--- src/rtl/muldiv_pkg.sv ---
// muldiv_pkg: shared constants and types for the iterative RV32M
// multiply/divide sequencer.
//   XLEN / CNT_W    : datapath width and iteration counter width
//   state_e         : sequencer states IDLE -> CALC -> FIX -> DONE
//   OP_*            : funct3 encodings of the M-extension operations
//   FUNCT7_MULDIV   : funct7 that identifies an M-extension instruction
package muldiv_pkg;

   localparam int XLEN  = 32;
   localparam int CNT_W = 5;

   typedef enum logic [1:0] {
      IDLE = 2'd0,
      CALC = 2'd1,
      FIX  = 2'd2,
      DONE = 2'd3
   } state_e;

   localparam logic [2:0] OP_MUL    = 3'b000;
   localparam logic [2:0] OP_MULH   = 3'b001;
   localparam logic [2:0] OP_MULHSU = 3'b010;
   localparam logic [2:0] OP_MULHU  = 3'b011;
   localparam logic [2:0] OP_DIV    = 3'b100;
   localparam logic [2:0] OP_DIVU   = 3'b101;
   localparam logic [2:0] OP_REM    = 3'b110;
   localparam logic [2:0] OP_REMU   = 3'b111;

   localparam logic [6:0] FUNCT7_MULDIV = 7'b0000001;

endpackage

--- src/rtl/muldiv_if.sv ---
// muldiv_if: request/response bundle between the execute stage and the
// multiply/divide sequencer.
//   start_i, funct3_i, rs1_data_i, rs2_data_i : request (CPU -> sequencer)
//   busy_o, done_o, result_o                  : status/result (sequencer -> CPU)
// master = CPU side, slave = sequencer side.
interface muldiv_if;
   import muldiv_pkg::*;

   logic            start_i;
   logic [2:0]      funct3_i;
   logic [XLEN-1:0] rs1_data_i;
   logic [XLEN-1:0] rs2_data_i;
   logic            busy_o;
   logic            done_o;
   logic [XLEN-1:0] result_o;

   modport master (
      output start_i, funct3_i, rs1_data_i, rs2_data_i,
      input  busy_o, done_o, result_o
   );

   modport slave (
      input  start_i, funct3_i, rs1_data_i, rs2_data_i,
      output busy_o, done_o, result_o
   );

endinterface

--- src/rtl/muldiv_iter_step.sv ---
// muldiv_iter_step: one combinational iteration of the multiply/divide loop.
//   div_mode_i : 0 = shift-add multiply step, 1 = restoring divide step
//   acc_i      : 64-bit accumulator
//                  multiply: {partial product high, multiplier / product low}
//                  divide  : {partial remainder, dividend / quotient}
//   opd_i      : multiplicand (multiply) or divisor (divide)
//   acc_o      : accumulator after this iteration
module muldiv_iter_step
   import muldiv_pkg::*;
(
   input  logic              div_mode_i,
   input  logic [2*XLEN-1:0] acc_i,
   input  logic [XLEN-1:0]   opd_i,
   output logic [2*XLEN-1:0] acc_o
);

   logic [XLEN:0]   sum;
   logic [XLEN:0]   rem_sh;
   logic [XLEN-1:0] diff;

   always_comb begin
      // Multiply: add multiplicand when the current multiplier LSB is set,
      // keep the carry as bit 32 and shift the whole register right.
      sum    = {1'b0, acc_i[2*XLEN-1:XLEN]} + (acc_i[0] ? {1'b0, opd_i} : '0);
      // Divide: shift the next dividend bit into the remainder. The shifted
      // remainder needs 33 bits; once the divisor fits, the difference
      // always fits back into 32.
      rem_sh = {acc_i[2*XLEN-1:XLEN], acc_i[XLEN-1]};
      diff   = rem_sh[XLEN-1:0] - opd_i;
      if (div_mode_i) begin
         if (rem_sh >= {1'b0, opd_i})
            acc_o = {diff, acc_i[XLEN-2:0], 1'b1};
         else
            acc_o = {rem_sh[XLEN-1:0], acc_i[XLEN-2:0], 1'b0};
      end else begin
         acc_o = {sum, acc_i[XLEN-1:1]};
      end
   end

endmodule

--- src/rtl/muldiv_sequencer.sv ---
// muldiv_sequencer: iterative RV32M multiply/divide controller.
//   clk_i, rst_i : clock, synchronous active-high reset
//   bus (slave)  : start_i/funct3_i/rs1_data_i/rs2_data_i request,
//                  busy_o (CALC/FIX), done_o (1-cycle pulse), result_o
// Operands are converted to magnitudes on start; the unsigned 32-step loop
// runs in CALC and the sign is restored in FIX.
// Build option MULDIV_EARLY_OUT_EN: zero operands (including divide by
// zero) finish straight from IDLE to DONE with an identical result.
module muldiv_sequencer
   import muldiv_pkg::*;
(
   input  logic   clk_i,
   input  logic   rst_i,
   muldiv_if.slave bus
);

   state_e            state_q, state_d;
   logic [CNT_W-1:0]  cnt_q, cnt_d;
   logic [2*XLEN-1:0] acc_q, acc_d;
   logic [XLEN-1:0]   opd_q, opd_d;
   logic [2:0]        f3_q, f3_d;
   logic              neg_q, neg_d;
   logic              busy_q, busy_d;
   logic              done_q, done_d;
   logic [XLEN-1:0]   result_q, result_d;

   logic [2*XLEN-1:0] acc_step;
   logic              a_neg, b_neg;
   logic [XLEN-1:0]   a_abs, b_abs;
   logic [2*XLEN-1:0] prod;
   logic [XLEN-1:0]   quo, rem;

   muldiv_iter_step u_step (
      .div_mode_i (f3_q[2]),
      .acc_i      (acc_q),
      .opd_i      (opd_q),
      .acc_o      (acc_step)
   );

`ifdef MULDIV_EARLY_OUT_EN
   function automatic logic [XLEN-1:0] early_result(
      input logic [2:0] f3, input logic [XLEN-1:0] a, input logic [XLEN-1:0] b);
      if (!f3[2])       return '0;                      // any product with a 0
      else if (b == '0) return f3[1] ? a : '1;          // REM* = a, DIV* = all ones
      else              return '0;                      // 0 / b, 0 % b
   endfunction
`endif

   always_comb begin
      // Operand sign handling: A signed for MULH/MULHSU/DIV/REM,
      // B signed for MULH/DIV/REM.
      a_neg = bus.rs1_data_i[XLEN-1] &&
              (bus.funct3_i == OP_MULH || bus.funct3_i == OP_MULHSU ||
               bus.funct3_i == OP_DIV  || bus.funct3_i == OP_REM);
      b_neg = bus.rs2_data_i[XLEN-1] &&
              (bus.funct3_i == OP_MULH || bus.funct3_i == OP_DIV ||
               bus.funct3_i == OP_REM);
      a_abs = a_neg ? -bus.rs1_data_i : bus.rs1_data_i;
      b_abs = b_neg ? -bus.rs2_data_i : bus.rs2_data_i;

      prod  = neg_q ? -acc_q : acc_q;
      quo   = neg_q ? -acc_q[XLEN-1:0] : acc_q[XLEN-1:0];
      rem   = neg_q ? -acc_q[2*XLEN-1:XLEN] : acc_q[2*XLEN-1:XLEN];

      state_d  = state_q;
      cnt_d    = cnt_q;
      acc_d    = acc_q;
      opd_d    = opd_q;
      f3_d     = f3_q;
      neg_d    = neg_q;
      result_d = result_q;

      case (state_q)
         IDLE: begin
            if (bus.start_i) begin
               f3_d  = bus.funct3_i;
               cnt_d = '0;
               // Divide by zero keeps a positive quotient (all ones);
               // remainder always follows the dividend.
               case (bus.funct3_i)
                  OP_DIV:          neg_d = (a_neg ^ b_neg) && (bus.rs2_data_i != '0);
                  OP_REM, OP_REMU: neg_d = a_neg;
                  default:         neg_d = a_neg ^ b_neg;
               endcase
               if (bus.funct3_i[2]) begin
                  acc_d = {{XLEN{1'b0}}, a_abs};
                  opd_d = b_abs;
               end else begin
                  acc_d = {{XLEN{1'b0}}, b_abs};
                  opd_d = a_abs;
               end
`ifdef MULDIV_EARLY_OUT_EN
               if (bus.rs1_data_i == '0 || bus.rs2_data_i == '0) begin
                  result_d = early_result(bus.funct3_i, bus.rs1_data_i, bus.rs2_data_i);
                  state_d  = DONE;
               end else begin
                  state_d = CALC;
               end
`else
               state_d = CALC;
`endif
            end
         end
         CALC: begin
            acc_d = acc_step;
            cnt_d = cnt_q + 1'b1;
            if (cnt_q == CNT_W'(XLEN-1))
               state_d = FIX;
         end
         FIX: begin
            case (f3_q)
               OP_MUL:                       result_d = prod[XLEN-1:0];
               OP_MULH, OP_MULHSU, OP_MULHU: result_d = prod[2*XLEN-1:XLEN];
               OP_DIV, OP_DIVU:              result_d = quo;
               default:                      result_d = rem;
            endcase
            state_d = DONE;
         end
         default: state_d = IDLE;   // DONE: start_i is ignored here
      endcase

      busy_d = (state_d == CALC) || (state_d == FIX);
      done_d = (state_d == DONE);
   end

   always_ff @(posedge clk_i) begin
      if (rst_i) begin
         state_q  <= IDLE;
         cnt_q    <= '0;
         acc_q    <= '0;
         opd_q    <= '0;
         f3_q     <= '0;
         neg_q    <= 1'b0;
         busy_q   <= 1'b0;
         done_q   <= 1'b0;
         result_q <= '0;
      end else begin
         state_q  <= state_d;
         cnt_q    <= cnt_d;
         acc_q    <= acc_d;
         opd_q    <= opd_d;
         f3_q     <= f3_d;
         neg_q    <= neg_d;
         busy_q   <= busy_d;
         done_q   <= done_d;
         result_q <= result_d;
      end
   end

   assign bus.busy_o   = busy_q;
   assign bus.done_o   = done_q;
   assign bus.result_o = result_q;

endmodule

--- src/flat_wrapper.sv ---
// flat-port wrapper written by rule: the top's interface ports become plain ports
module muldiv_sequencer_flat import muldiv_pkg::*;
  (clk_i, rst_i, bus_start_i, bus_funct3_i, bus_rs1_data_i, bus_rs2_data_i, bus_busy_o, bus_done_o, bus_result_o);
  muldiv_if bus_i ();
  input  logic clk_i;
  input  logic rst_i;
  input wire logic [$bits(bus_i.start_i)-1:0] bus_start_i;
  input wire logic [$bits(bus_i.funct3_i)-1:0] bus_funct3_i;
  input wire logic [$bits(bus_i.rs1_data_i)-1:0] bus_rs1_data_i;
  input wire logic [$bits(bus_i.rs2_data_i)-1:0] bus_rs2_data_i;
  output wire logic [$bits(bus_i.busy_o)-1:0] bus_busy_o;
  output wire logic [$bits(bus_i.done_o)-1:0] bus_done_o;
  output wire logic [$bits(bus_i.result_o)-1:0] bus_result_o;
  assign bus_i.start_i = bus_start_i;
  assign bus_i.funct3_i = bus_funct3_i;
  assign bus_i.rs1_data_i = bus_rs1_data_i;
  assign bus_i.rs2_data_i = bus_rs2_data_i;
  assign bus_busy_o = bus_i.busy_o;
  assign bus_done_o = bus_i.done_o;
  assign bus_result_o = bus_i.result_o;
  muldiv_sequencer u_core (.clk_i(clk_i), .rst_i(rst_i), .bus(bus_i));
endmodule
--- config.mk ---
export PLATFORM = sky130hd
export DESIGN_NAME = muldiv_sequencer_flat
export DESIGN_NICKNAME = d
export VERILOG_FILES = /design/src/rtl/muldiv_pkg.sv /design/src/rtl/muldiv_if.sv /design/src/rtl/muldiv_iter_step.sv /design/src/rtl/muldiv_sequencer.sv /design/src/flat_wrapper.sv
export SDC_FILE = /design/constraint.sdc
export NUM_CORES = 1
export LEC_CHECK = 0
export CELL_PAD_IN_SITES_DETAIL_PLACEMENT = 1
export CELL_PAD_IN_SITES_GLOBAL_PLACEMENT = 1
export CORE_AREA = 3 3 172 174
export DETAILED_ROUTE_END_ITERATION = 6
export DIE_AREA = 0 0 175 177
export DONT_BUFFER_PORTS = 1
export PLACE_DENSITY = 0.87
export SETUP_SLACK_MARGIN = 0.15
export SYNTH_ARGS = -nofsm -noshare
export SYNTH_HDL_FRONTEND = slang
export SYNTH_HIERARCHICAL = 1
export SYNTH_SLANG_ARGS = --single-unit
--- constraint.sdc ---
create_clock -name clk_i -period 7.7 [get_ports clk_i]
set_input_delay 1.54 -clock clk_i [delete_from_list [all_inputs] [get_ports clk_i]]
set_output_delay 1.54 -clock clk_i [all_outputs]
set_load 0.02 [all_outputs]
# Word level (Yosys, flattened, before mapping)
# Index checks and enable logic that the tools add are counted.
# totals
register_bits	141
out_inout_bits	34
word_cells	73
# op_classes
n_addsub	8
n_lt_le_gt_ge	1
n_eq_ne	17
mux	19
bitwise_logic	1
n_reduce_logical	18
# op_table
cell	count
$mux 64	4
$mux 32	7
$neg 32->32	4
$pmux 64 s2	1
$pmux 32 s3	1
$neg 64->64	1
$add 32x33->33	1
$ge 33x32->1	1
$reduce_bool 32->1	1
$sub 32x32->32	1
$eq 3x3->1 const B	5
$pmux 5 s2	1
$eq 3x2->1 const B	3
$eq 2x2->1 const B	3
$eq 3x1->1 const B	2
$logic_or 1x1->1	6
$pmux 2 s3	1
$add 5x1->5 const B	1
$eq 5x5->1 const B	1
$mux 5	1
$eq 2x1->1 const B	2
$mux 2	2
$reduce_and 2->1	2
$reduce_or 2->1	2
8 further kinds	10

# Longest topological paths before layout
# depth
word_depth	9
mapped_depth	15

# By module
# The synthesis kept the hierarchy.
# modules_own_cells
mod	instances	cells_per_inst	area_each_um2	seq_area_each_um2
muldiv_sequencer	1	1288	9673.0	2822.7
muldiv_iter_step	1	706	4888.4	0.0

# Worst setup path after synthesis
# No wires, ideal clock.
# synth_timing
path_type	input to register
startpoint	input port bus_rs1_data_i[0]
endpoint	register u_core.opd_q[22]
setup_time_ps	122
arrival_ps	3356
required_ps	7578
path_slack_ps	4223
stages	8
n_path_buf	0
path_cell_list	inv_1 -> ha_1 -> or4b_1 -> nor2b_1 -> nand3_1 -> o41ai_1 -> xnor2_1 -> a221o_1
# synth_between
elab_chain_len	3
# synth_lines
item	line	rtl
start, declared	flat_wrapper.sv:9	input wire logic [$bits(bus_i.rs1_data_i)-1:0] bus_rs1_data_i;
$neg 32->32	muldiv_sequencer.sv:58	a_abs = a_neg ? -bus.rs1_data_i : bus.rs1_data_i;
$mux 32	muldiv_sequencer.sv:58	
$mux 32	muldiv_sequencer.sv:85	if (bus.funct3_i[2]) begin
end signal, assigned	muldiv_sequencer.sv:141	opd_q <= opd_d;
end, declared	muldiv_sequencer.sv:20	logic [XLEN-1:0] opd_q, opd_d;
# No other way between the ends.
# A chain may end at the register's enable or synchronous reset.

# Worst setup path in the final report
# layout_timing
startpoint	register u_core.acc_q[31]
endpoint	register u_core.acc_q[53]
# layout_between
elab_chain_len	4
elab_cells_between_ends	5
# layout_lines
item	line	rtl
start, declared	muldiv_sequencer.sv:19	logic [2*XLEN-1:0] acc_q, acc_d;
start signal, assigned	muldiv_sequencer.sv:130	acc_q <= '0;
start signal, assigned	muldiv_sequencer.sv:140	acc_q <= acc_d;
$sub 32x32->32 or $ge 33x32->1 (tied branches)	muldiv_iter_step.sv:29, muldiv_iter_step.sv:31	
$mux 64 *	muldiv_iter_step.sv:31	if (rem_sh >= {1'b0, opd_i})
$mux 64 *	muldiv_iter_step.sv:30	if (div_mode_i) begin
named net u_core.acc_step[53]	muldiv_sequencer.sv:27	logic [2*XLEN-1:0] acc_step;
$pmux 64 s2 *	muldiv_sequencer.sv:73	case (state_q)
# Mark *: on every way through the listed nets, which the timed path passes. The rest lies on a longest branch.

==> metrics <==
GPL Wtd Cong=0.963; post-DR wirelength/cell=26.2 µm; clk slew on worst S/H paths=0.07 ns; Leak=5.92 nW; FF-to-FF Start=u_core/acc_q[31]$_SDFFE_PP0P_; std cell rows=61; largest family of logic cells by synthesized area=compound AO/OA/AOI/OAI gates; cells on worst reg2reg path=12; Core Region=27900 µm²; CP endpoint=u_core/acc_q[53]$_SDFFE_PP0P_; cts hold-fix bufs=0; Die Ht=177 µm; critical path peak fanout=29; fmax=260 MHz; Setup Skew=0.0129 ns; type of origin of the critical path=flip-flop; GRT Util Overall=37.8%; mux share of post-synthesis cell area=6.13%; P per Cell Area=180 nW/µm²; I/O pin total=104; Worst-Margin Slew=1.05 ns; largest net degree at the start of global routing=90; Worst EP required=8.08 ns; Post-DRT Antenna Nets=0; GR Overflow Total=0; synthesized cell area=14600 µm²; first-pass GRT wire length=92500 µm; fin crit period=3.84 ns; fin crit share=49.9%; clk_lat worst skew=0.44 ns; TritonCTS Sinks=141; Synth cell types=89; die area=31000 µm²; count of flip-flops with a built-in enable after synthesis=0; post-CTS sizing=0; clock root cell=clkbuf_16; post-layout util=54.7%; antenna cells=0; complex-gate fraction of the synthesized area=29.4%; CTS tree=yes; Most used DFF post-synth=dfxtp_1; worst r2r dst=u_core/acc_q[53]$_SDFFE_PP0P_; simple-gate share of the synthesized area=23.2%; Synth Area in Adders=6.29%; drc violations=0; async set or reset register ratio after synthesis=0%; detailed-placement wirelength estimate=44300 µm; Synth warnings=6; crit path kind=reg -> reg; relative slew slack=29.6%; Max VDD drop=0.000158 V; RSZ-0062 raised after global routing=false; Bufs on Longest Clock Path=2; Initial Utilization=52.1%; DR pass1 iterations=6; Worst Hold Class=reg -> reg; flip-flop and latch count after synthesis=141; routed vias/inst=7.07; outcome=finished, final reports clean; flop2flop setup slack=3.86 ns; Cells after Synth=1994; Hold Vio Cnt, Final=0; fin. max-slew vios=0; H-tree levels=4; Setup Buffers After CTS=0; TritonCTS Buffers=17; crit end category=flip-flop; post-synthesis xor/xnor area fraction=10.0%; register area share after synthesis=19.4%; max cap viols=0; Critical Path AT=4.22 ns; Initial DRC Count=2062; initial antenna violation count=1; final setup fails=0; Mapped Avg Cell Area=7.30 µm²; P&R area growth vs syn=4.85%; Post-Route Setup TNS=0 ns; vias in the first global route=16100; IO buf count=0; layout cells sized above 1=7.04%; die width=175 µm; final wirelength=60100 µm; CP startpoint=u_core/acc_q[31]$_SDFFE_PP0P_; nets=2047; post-synthesis net count=2136; vias=16200
[state kept, by name, indices dropped and copies added, names as in the netlist]
register / flops
u_core/state_q: 2
u_core/cnt_q: 5
u_core/neg_q: 1
u_core/opd_q: 32
u_core/bus.busy_o: 1
u_core/bus.result_o: 32
u_core/bus.done_o: 1
u_core/f3_q: 3
u_core/acc_q: 64
[per-layer routing]
| layer | wire length [µm] | GRT usage, % | share of wire, % |
|---|---|---|---|
| met5 | 0 | 0 | 0 |
| met2 | 26500 | 59.5 | 44 |
| met3 | 5730 | 7.64 | 9.5 |
| met1 | 24800 | 49.5 | 41 |
| met4 | 3090 | 18.5 | 5.1 |
[critical path, stage by stage (launching register included)]
cell,delay [ns]
dfxtp_1,0.60
inv_1,0.14
ha_1,0.26
nor2b_1,0.14
o2111ai_1,0.15
a41oi_1,0.38
o21ai_1,0.23
a21oi_1,0.44
a21o_4,0.54
nand2_1,0.24
o211ai_1,0.36
a22oi_1,0.13
nor2_1,0.14
[cells in the final DEF (no fill, tap or decap), drive strengths merged, types with 52 or more instances in the layout]
cell	synthesis	layout
ha	70	70
xnor2	101	101
nor3	53	53
mux2i	52	52
nand2	177	177
inv	63	73
dfxtp	141	141
a22oi	64	64
o21ai	136	136
nor2	201	201
a21oi	163	163
xor2	66	66
[where the power goes]
| group | total (mW) | switching, mW | internal [mW] |
|---|---|---|---|
| combinational | 1.01 | 0.638 | 0.372 |
| clock | 0.878 | 0.414 | 0.464 |
| sequential | 0.853 | 0.0871 | 0.766 |
[cells in the mapped netlist, types with 8 or more instances]
cell      number  area [µm²]
a211oi_1      13        97.6
a21o_1        33         248
a21oi_1      160         801
a221oi_1      16         140
a222oi_1      15         150
a22oi_1       64         480
a31oi_1       25         156
and2_1        42         263
and3_1        10        62.6
buf_1         10        37.5
buf_2         13        65.1
clkbuf_1     101         379
dfxtp_1      141        2820
ha_1          70         876
inv_1         63         236
mux2_2        33         372
mux2i_1       52         521
nand2_1      177         664
nand2b_1      18         113
nand3_1       41         205
nand4_1       23         144
nor2_1       201         754
nor2b_1       15        93.8
nor3_1        52         260
nor4_1        23         144
o211ai_1      14         105
o21a_1        14         105
o21ai_0      115         576
o21ai_1       20         100
o21bai_1       8        60.1
o221ai_1      10        87.6
o22ai_1       25         156
o31ai_1       27         203
o41ai_1        8        70.1
or2_2         11        68.8
or3_1         31         194
or4_1         15         113
xnor2_1      101         885
xor2_1        66         578
[cell type report]
| type | instances | area (µm²) |
|---|---|---|
| flip-flops and latches | 141 | 2830 |
| fillers | 3624 | 12700 |
| multi-input cells | 1657 | 11000 |
| repair buffers | 24 | 180 |
| clock buffers | 17 | 425 |
| clock inverters | 15 | 168 |
| well taps | 378 | 473 |
| inverters | 64 | 240 |
[worst min path at each step]
stage | start | to | slack (ns) | cells after the start
3_3_place_gp | u_core/opd_q[7]$_SDFFE_PP0P_ | u_core/opd_q[7]$_SDFFE_PP0P_ | 0.46 | 2
2_1_floorplan | u_core/opd_q[17]$_SDFFE_PP0P_ | u_core/opd_q[17]$_SDFFE_PP0P_ | 0.43 | 2
6_report | u_core/opd_q[6]$_SDFFE_PP0P_ | u_core/opd_q[6]$_SDFFE_PP0P_ | 0.49 | 2
3_5_place_dp | u_core/opd_q[2]$_SDFFE_PP0P_ | u_core/opd_q[2]$_SDFFE_PP0P_ | 0.47 | 2
5_1_grt | u_core/opd_q[7]$_SDFFE_PP0P_ | u_core/opd_q[7]$_SDFFE_PP0P_ | 0.52 | 2
4_1_cts | u_core/opd_q[6]$_SDFFE_PP0P_ | u_core/opd_q[6]$_SDFFE_PP0P_ | 0.49 | 2
[logic make-up after synthesis]
kind of cell | after synthesis
compound gates | 643
xor+xnor | 167
fa+ha+maj | 72
buf+inv | 196
flops | 141
mux | 85
simple gates | 690
[per-stage QoR]
step	setup slack (ns)	cells	hold WS (ns)	total power [mW]	area [µm²]
after CTS	4.00	2296	0.488	2.71	15300
after global placement	3.91	2264	0.458	1.80	14700
after floorplan	4.22	1994	0.427	1.57	14600
after detailed placement	3.78	2264	0.474	1.83	14700
after global routing	3.72	2296	0.521	2.85	15300
final	3.86	2296	0.491	2.74	15300
(Power assumes the default switching activity.)
